<file path="src/rtl/mu0_pkg.sv">
// Shared opcode, ALU-function and state encodings for the MU0 control unit,
// plus the packed control vector that drives the datapath.
package mu0_pkg;

  localparam logic [3:0] OP_LDA = 4'd0;
  localparam logic [3:0] OP_STA = 4'd1;
  localparam logic [3:0] OP_ADD = 4'd2;
  localparam logic [3:0] OP_SUB = 4'd3;
  localparam logic [3:0] OP_JMP = 4'd4;
  localparam logic [3:0] OP_JGE = 4'd5;
  localparam logic [3:0] OP_JNE = 4'd6;
  localparam logic [3:0] OP_STP = 4'd7;

  localparam logic [1:0] ALU_PASSY = 2'b00;
  localparam logic [1:0] ALU_ADD   = 2'b01;
  localparam logic [1:0] ALU_INC   = 2'b10;
  localparam logic [1:0] ALU_SUB   = 2'b11;

  typedef enum logic [1:0] {
    ST_FETCH = 2'b00,
    ST_EXEC  = 2'b01,
    ST_HALT  = 2'b10
  } state_t;

  typedef struct packed {
    logic       ir_en;
    logic       pc_en;
    logic       acc_en;
    logic       x_sel;
    logic       y_sel;
    logic       addr_sel;
    logic [1:0] alu_fn;
    logic       rd;
    logic       wr;
    logic       fetch;
    logic       halted;
  } ctrl_t;

endpackage

</file>
<file path="src/rtl/mu0_ctrl_decode.sv">
// Combinational decode of (state, opcode, flags) into the datapath control vector.
// Zero latency; no flow control.
module mu0_ctrl_decode
  import mu0_pkg::*;
(
  input  logic [1:0] state,
  input  logic [3:0] f,
  input  logic       n,
  input  logic       z,
  output ctrl_t      ctrl
);

  always_comb begin
    ctrl = '0;
    case (state)
      ST_FETCH: begin
        ctrl.addr_sel = 1'b0;
        ctrl.rd       = 1'b1;
        ctrl.ir_en    = 1'b1;
        ctrl.x_sel    = 1'b1;
        ctrl.alu_fn   = ALU_INC;
        ctrl.pc_en    = 1'b1;
        ctrl.fetch    = 1'b1;
      end
      ST_EXEC: begin
        case (f)
          OP_LDA: begin
            ctrl.addr_sel = 1'b1;
            ctrl.rd       = 1'b1;
            ctrl.alu_fn   = ALU_PASSY;
            ctrl.acc_en   = 1'b1;
          end
          OP_STA: begin
            ctrl.addr_sel = 1'b1;
            ctrl.wr       = 1'b1;
          end
          OP_ADD, OP_SUB: begin
            ctrl.addr_sel = 1'b1;
            ctrl.rd       = 1'b1;
            ctrl.alu_fn   = (f == OP_ADD) ? ALU_ADD : ALU_SUB;
            ctrl.acc_en   = 1'b1;
          end
          OP_JMP, OP_JGE, OP_JNE: begin
            ctrl.y_sel  = 1'b1;
            ctrl.alu_fn = ALU_PASSY;
            // Flags come straight from ACC, i.e. as left by the previous instruction
            ctrl.pc_en  = (f == OP_JMP) | ((f == OP_JGE) & ~n) | ((f == OP_JNE) & ~z);
          end
          default: ;
        endcase
      end
      ST_HALT: ctrl.halted = 1'b1;
      default: ;
    endcase
  end

endmodule

</file>
<file path="src/rtl/mu0_control.sv">
// MU0 fetch/execute control: state register, next-state logic and reset gating.
// Outputs are combinational from state/inputs; every non-halting instruction takes 2 cycles.
module mu0_control
  import mu0_pkg::*;
#(
  parameter bit HALT_ON_ILLEGAL = 1'b0
) (
  input  logic       Clk,
  input  logic       Reset,
  input  logic [3:0] F,
  input  logic       N,
  input  logic       Z,
  output logic       IR_En,
  output logic       PC_En,
  output logic       Acc_En,
  output logic       X_sel,
  output logic       Y_sel,
  output logic       Addr_sel,
  output logic [1:0] ALU_fn,
  output logic       Rd,
  output logic       Wr,
  output logic       Fetch,
  output logic       Halted
);

  state_t state;
  state_t state_d;
  ctrl_t  dec;
  ctrl_t  ctrl;

  always_ff @(posedge Clk) begin
    if (Reset) state <= ST_FETCH;
    else       state <= state_d;
  end

  always_comb begin
    state_d = ST_FETCH;
    case (state)
      ST_FETCH: state_d = ST_EXEC;
      ST_EXEC: begin
        if (F == OP_STP || (HALT_ON_ILLEGAL && F[3])) state_d = ST_HALT;
        else                                          state_d = ST_FETCH;
      end
      ST_HALT: state_d = ST_HALT;
      default: state_d = ST_FETCH;
    endcase
  end

  mu0_ctrl_decode u_decode (
    .state (state),
    .f     (F),
    .n     (N),
    .z     (Z),
    .ctrl  (dec)
  );

  // Gating here is what stops a half-executed instruction committing under reset
  assign ctrl = Reset ? '0 : dec;

  assign IR_En    = ctrl.ir_en;
  assign PC_En    = ctrl.pc_en;
  assign Acc_En   = ctrl.acc_en;
  assign X_sel    = ctrl.x_sel;
  assign Y_sel    = ctrl.y_sel;
  assign Addr_sel = ctrl.addr_sel;
  assign ALU_fn   = ctrl.alu_fn;
  assign Rd       = ctrl.rd;
  assign Wr       = ctrl.wr;
  assign Fetch    = ctrl.fetch;
  assign Halted   = ctrl.halted;

endmodule

</file>
<file path="config.mk">
export PLATFORM = sky130hd
export DESIGN_NAME = mu0_control
export DESIGN_NICKNAME = d
export VERILOG_FILES = /design/src/rtl/mu0_pkg.sv /design/src/rtl/mu0_ctrl_decode.sv /design/src/rtl/mu0_control.sv
export SDC_FILE = /design/constraint.sdc
export NUM_CORES = 1
export LEC_CHECK = 0
export ABC_AREA = 1
export BUFFER_PORTS_ARGS = -buffer_cell sky130_fd_sc_hd__buf_2
export CAP_MARGIN = 20
export CORE_AREA = 2 2 39 41
export CTS_CLUSTER_SIZE = 8
export DETAILED_ROUTE_END_ITERATION = 12
export DIE_AREA = 0 0 41 43
export GPL_TIMING_DRIVEN = 0
export RECOVER_POWER = 50
export SYNTH_ARGS = -nofsm -noshare
export SYNTH_HDL_FRONTEND = slang
export SYNTH_SLANG_ARGS = --single-unit
export TNS_END_PERCENT = 30
</file>
<file path="constraint.sdc">
create_clock -name Clk -period 0.9 [get_ports Clk]
set_input_delay 0.09 -clock Clk [delete_from_list [all_inputs] [get_ports Clk]]
set_output_delay 0.09 -clock Clk [all_outputs]
set_load 0.01 [all_outputs]
</file>
# Word-level counts from Yosys, hierarchy flattened
# Index checks and enable logic that the tools add are counted.
[totals]
elab_cells = 39
ff_bits = 2
ramBits = 0
latch_bits = 0
rom_bits = 0
memories = 0
out_inout_bits = 12
[op_classes]
order_cmp = 0
div_mod_pow = 0
n_bitwise = 6
n_mul = 0
add_sub_neg = 0
n_mux = 17
n_eq_ne = 9
shift = 0
n_reduce_logical = 6
[ops]
columns = ["op", "count"]
rows = [
  ["4-bit by 3-bit equality test with 1-bit output, second input constant", 4],
  ["12-bit 2-to-1 mux", 1],
  ["1-bit 2-to-1 mux", 10],
  ["4-bit by 2-bit equality test with 1-bit output, second input constant", 2],
  ["4-bit one-hot mux with 2 select lines", 1],
  ["2-bit 2-to-1 mux", 3],
  ["2-bit one-hot mux with 3 select lines", 1],
  ["3-bit OR reduction", 2],
  ["4-bit by 1-bit equality test with 1-bit output, second input constant", 1],
  ["4-bit logical NOT", 1],
  ["4-bit OR reduction", 1],
  ["1-bit bitwise AND", 2],
  ["2-bit by 1-bit equality test with 1-bit output, second input constant", 1],
  ["2-bit equality test, second input constant", 1],
  ["2-bit logical NOT", 1],
  ["1-bit NOT", 2],
  ["1-bit OR", 2],
  ["1-bit one-hot mux with 2 select lines", 1],
  ["2-bit OR reduction", 1],
]

# Logic depth before layout (Yosys ltp)
# Gate-level depths: netlist (run 1).
[logic_depth]
word_depth = 7
mapped_depth = 6
depth_no_buf = 6

# Hierarchy
# Synthesis (run 1) repeated with hierarchy kept, for this count alone.
[hier_totals]
cells_unflattened = 68
hier_area_um2 = 329.1
[modules_own_cells]
columns = ["mod", "n_inst", "area_each_um2", "cells_per_inst"]
rows = [
  ["mu0_control", 1, 182.7, 36],
  ["mu0_ctrl_decode", 1, 146.4, 32],
]

# Least setup slack after synthesis (run 1)
# OpenSTA, ideal clock, no wires.
[synth_timing]
kind = "register to output"
startpoint = "reg state[1]"
endpoint = "out IR_En"
stages_incl_launch_ff = 5
setup_slack_ns = -0.033
arrival_ns = 0.843
cell_sequence = "dfxtp_1 > nor2_2 > nand2_1 > inv_1 > buf_4"
[synth_between]
elab_chain_len = 3
[synth_rtl]
columns = ["item", "line", "text"]
rows = [
  ["from (decl)", "mu0_control.sv:26", "state_t state;"],
  ["from (signal assigned)", "mu0_control.sv:33", "else state <= state_d;"],
  ["2-bit logical NOT", "mu0_ctrl_decode.sv:15", "case (state)"],
  ["1-bit 2-to-1 mux", "mu0_ctrl_decode.sv:15", ""],
  ["12-bit 2-to-1 mux", "mu0_control.sv:58", "assign ctrl = Reset ? '0 : dec;"],
  ["to (decl)", "mu0_control.sv:13", "output logic IR_En,"],
]
# Every way passes these cells.

# Worst setup path after layout (run 1)
[layout_timing]
startpoint = "reg state[0]"
endpoint = "out Rd"
[layout_between]
elab_chain_len = 3
word_cells_on_any_way = 4
cone_classes = "eq/ne: 1; mux: 2; reduce/logical: 1"
[layout_rtl]
columns = ["item", "line", "text"]
rows = [
  ["2-bit by 1-bit equality test with 1-bit output / 2-bit logical NOT (equally long branches)", "mu0_ctrl_decode.sv:15", ""],
  ["4-bit one-hot mux with 2 select lines *", "mu0_ctrl_decode.sv:15", ""],
  ["12-bit 2-to-1 mux *", "mu0_control.sv:58", ""],
  ["to (decl)", "mu0_control.sv:20", "output logic Rd,"],
]
# Mark *: on every way between the ends. The rest lies on a longest branch, timed or not.

==> results.cfg, run 1 <==
[clock_tree]
clk_latency_ns = 0.22
numCtsBuffers = 3
cts.reportedPaths.clkPinSlew_ns = 0.03
root_buffer = clkbuf_4
clk_path_buf_depth = 2
clock_sinks = 2
cts_tree = done
h-tree-depth = 1
cts_hold_buf = 0

[timing]
min_period_ns = 1.208
slew_violations = 0
setup_violations = 13
period_share_pct = 134.3
worstMarginPinSlew_ns = 0.1994
skew_ns = 0.001900
hold_viol_final = 0
fmax_mhz = 827.6
setup_ws_ns = -0.3083
relSlewSlack_pct = 86.66
rsz0062_at_grt = yes
setup_tns_ns = -3.060

[yosys]
syn_area_sq_um = 235.2
syn-num-nets = 49
ys_types = 15
ys_warn_count = 0
synth_cells = 41
ys_seq_elements = 2
syn_area_per_cell_sq_um = 5.737
yosysSeqAreaShare_pct = 17.02

[placement]
place_area_sq_um = 350.3
hpwl_um = 492.3
routabilityCongestion = 0.6469
io_buffers = 19

[route]
drc = 0
firstDrtPassIters = 2
route.vias.total = 318
ant_nets = 0
routed_wl_um = 659
drt_iter0_drc = 1
wire_per_inst_um = 7.940
viasPerCell = 3.831

[global_routing]
grt_pass1_wl_um = 993
grt_usage_pct = 8.509
grt_max_degree = 7
grt_overflow = 0
antenna_found_initial = 0
first_global_vias = 276

[power]
finalPower_uw = 468.3
powerDensity_mw_per_mm2 = 1072
ir_drop_mv = 0.5060
p_leak_nw = 0.2675

[worst_hold_path]
worstHoldPathType = in2reg

[final_layout]
layout.nets = 77
top_regs = state: 2 flops
regMostFlops = state
diodes = 0
largest_reg_flops = 2
fill_cells = 165
synthToLayoutAreaGrowth_pct = 85.64
drive_gt1_share_pct = 64.18
final_area_sq_um = 436.7

[worst_setup_path]
cp.arrival_ns = 1.12
path_max_fanout = 5
crit_type = reg2out
cp-end-kind = output port
crit_required_ns = 0.81
startpoint_type = register

[floorplan]
start_util_pct = 17.00
row_count = 14
die_x_um = 41
core_area_sq_mm = 0.001384
io_pins = 20
die_area_sq_mm = 0.001763
die_h_um = 43

[run]
drv_cap = 0

[status]
violations = negative setup slack
status = finished, violations left
## Yosys cell counts
cell      count  share of area [%]
nand2_1       8                 13
nor3_2        1                4.3
inv_1         8                 13
buf_4         2                6.4
nand2_2       1                2.7
clkinv_2      1                2.1
dfxtp_1       2                 17
nor2_2        1                2.7
nor2_1       10                 16
a21oi_2       1                3.7
o21ai_1       1                2.1
nand3_2       2                8.5
nor2_4        1                4.8
nor3_1        1                2.1
nand3_1       1                2.1
## worst max-delay path: stages, from the launching register on
cell and delay (ns):
dfxtp_2 0.33, inv_4 0.04, nor2_4 0.13, nand3_2 0.13, o21ai_1 0.14, buf_2 0.14
## report_power, final
group	leakage [nW]	switching, mW	internal [mW]
Sequential	0.0171	0.00402	0.0947
Combinational	0.237	0.0894	0.0826
Clock	0.0138	0.0505	0.147
Total	0.267	0.144	0.324
## layout by cell type (no fill, tap or decap), drive strengths merged
cell type / n
inv: 8
clkinv: 1
o21ai: 1
nand3: 3
nor2: 12
a21oi: 1
dfxtp: 2
clkbuf: 3
buf: 25
nand2: 9
nor3: 2
## cells by family after synthesis
logic type	count (synthesis)	synth area share, %
AO/OA/AOI/OAI	2	5.850
flip-flops	2	17.02
buffers and inverters	11	21.27
AND/OR/NAND/NOR	26	55.85
## through the flow
step | instances | utilization [%] | hold WS [ns] | setup WS (ns)
global placement | 76 | 25.32 | 0.3219 | -0.1228
detailed placement | 76 | 25.32 | 0.3240 | -0.1433
floorplan | 41 | - | 0.1524 | 0.007710
CTS | 82 | 29.84 | 0.09853 | -0.3283
finish | 83 | 31.56 | 0.1144 | -0.3083
global route | 83 | 31.56 | 0.1015 | -0.4054
## per-layer routing
layer	part of all wire [%]	routed length, um	GRT usage (%)
met5	0	0	0
met4	0	0	6.000
met3	9.1	60	4.712
met2	52	345	13.44
met1	38	252	7.643
## area by class of cell
type	count	area (sq um)	area share, %
Timing Repair Buffer	23	131.4	30.09
Inverter	9	40.04	9.169
Tap cell	16	20.02	4.585
Sequential cell	2	42.54	9.742
Buffer	2	15.01	3.438
Multi-Input combinational cell	28	165.2	37.82
Clock buffer	3	22.52	5.158
## path summary, 6_finish.rpt
| check | start | endpoint | slack, ns | cells after the start |
|---|---|---|---|---|
| max reg2reg | state[0] | state[1] | -0.05 | 6 |
| min reg2reg | state[1] | state[1] | 0.55 | 2 |
| max | state[0] | Rd | -0.31 | 5 |
| min | Reset | state[1] | 0.11 | 2 |
## timing repair
item,4_1_cts,5_1_grt
pin swaps,2,1
hold endpoints to repair,0,0
endpoints found under the setup margin,12,13
resized for setup,7,4
setup buffers,3,1
Note: power is estimated with default switching activity, not from simulation.
==> run 2: changes to the inputs <==
--- a/config.mk
+++ b/config.mk
@@ -14,7 +14,7 @@
 export DIE_AREA = 0 0 41 43
 export GPL_TIMING_DRIVEN = 0
 export RECOVER_POWER = 50
+export SETUP_SLACK_MARGIN = 0.1
 export SYNTH_ARGS = -nofsm -noshare
 export SYNTH_HDL_FRONTEND = slang
 export SYNTH_SLANG_ARGS = --single-unit
-export TNS_END_PERCENT = 30
==> results.cfg, run 2 (same netlist as run 1, synthesis figures left out) <==
[clock_tree]
clock_sinks = 2
root_buffer = clkbuf_4
h-tree-depth = 1
cts.reportedPaths.clkPinSlew_ns = 0.03
clk_path_buf_depth = 2
cts_tree = done
clk_latency_ns = 0.23
numCtsBuffers = 3
postCtsSetupBuffers = 0
cts_hold_buf = 0

[placement]
io_buffers = 19
hpwl_um = 497.7
routabilityCongestion = 0.7528
dp_cells = 76

[floorplan]
row_count = 14
start_util_pct = 17.00
io_pins = 20
die_area_sq_mm = 0.001763
die_x_um = 41
core_area_sq_mm = 0.001384
die_h_um = 43

[global_routing]
antenna_found_initial = 0
first_global_vias = 256
grt_usage_pct = 8.216
grt_pass1_wl_um = 972
grt_max_degree = 7
grt_overflow = 0

[timing]
rsz0062_at_grt = yes
fmax_mhz = 800.0
min_period_ns = 1.250
relSlewSlack_pct = 80.71
hold_viol_final = 0
setup_ws_ns = -0.3501
slew_violations = 0
worstMarginPinSlew_ns = 0.2883
setup_violations = 12
period_share_pct = 138.9
skew_ns = 0.006982
setup_tns_ns = -2.944

[final_layout]
largest_reg_flops = 2
fin_util_pct = 31.10
fill_cells = 158
synthToLayoutAreaGrowth_pct = 82.98
drive_gt1_share_pct = 66.67
final_common_cell = buf_2
layout.nets = 73
diodes = 0
final_cells = 79
mostFrequentLayoutCells = buf_2 (17), nor2_1 (10), inv_1 (5), nand2_1 (5)
regMostFlops = state
top_regs = state: 2 flops

[status]
violations = negative setup slack
status = finished, violations left

[route]
drt_iter0_drc = 3
viasPerCell = 3.646
drc = 0
route.vias.total = 288
wire_per_inst_um = 7.886
ant_nets = 0
firstDrtPassIters = 2
routed_wl_um = 623

[power]
powerDensity_mw_per_mm2 = 1063
ir_drop_mv = 0.4674
p_leak_nw = 0.2503

[run]
drv_cap = 0

[worst_setup_path]
startpoint = state[1]
rr_startpoint = state[1]
path_max_fanout = 3
rrSetupSlack_ns = 0.12
crit_required_ns = 0.81
startpoint_type = register
cp.arrival_ns = 1.16
cp-end-kind = output port
crit_type = reg2out

[worst_hold_path]
hp-start = Reset
worstHoldPathType = in2reg
run 2: final timing paths:
kind | to | cells after the start
worst max-delay path | PC_En | 6
worst min-delay path | state[1] | 2
worst max register to register | state[1] | 3
worst min register to register | state[0] | 3
run 2: critical path, stage by stage, from the launching register on:
cell	delay [ns]
dfxtp_4	0.35
nor2_4	0.16
nand2_2	0.07
nor2_1	0.11
nand2_1	0.08
nand2_2	0.06
buf_6	0.09
run 2: layout make-up:
type	instances	area, sq um	area share [%]
clock buffers	3	22.52	5.233
repair buffers	19	107.6	25.00
flip-flops and latches	2	45.04	10.47
inverters	9	37.54	8.721
plain buffers	2	18.77	4.360
multi-input cells	28	178.9	41.57
well taps	16	20.02	4.651
run 2: layer usage:
metal | vias to the layer above | track usage, % | routed length, um
li1 | 166 | - | -
met1 | 110 | 8.946 | 267
met2 | 12 | 12.19 | 291
met3 | 0 | 4.712 | 64
met4 | 0 | 4.000 | 0
met5 | - | 0 | 0
run 2: stage by stage:
| stage | power (mW) | hold slack (ns) | worst slack [ns] | area, sq um |
|---|---|---|---|---|
| after floorplan | 0.1860 | 0.1451 | 0.03630 | 259.0 |
| after global placement | 0.2402 | 0.3365 | -0.1199 | 374.1 |
| after detailed placement | 0.2419 | 0.3484 | -0.1244 | 374.1 |
| after CTS | 0.4585 | 0.1008 | -0.3456 | 409.1 |
| after global routing | 0.4958 | 0.1047 | -0.3906 | 430.4 |
| final | 0.4575 | 0.1060 | -0.3501 | 430.4 |
run 2: power by group:
part,total [mW],switching [mW],internal (mW)
Clock,0.201,0.0540,0.147
Sequential,0.0958,0.00380,0.0920
Combinational,0.160,0.0895,0.0708
Total,0.457,0.147,0.310
run 2: repair_timing:
action | in CTS | in global routing
pin swaps | 4 | 4
gates resized for setup | 5 | 5
gates cloned | 0 | 0
setup endpoints to repair | 12 | 13
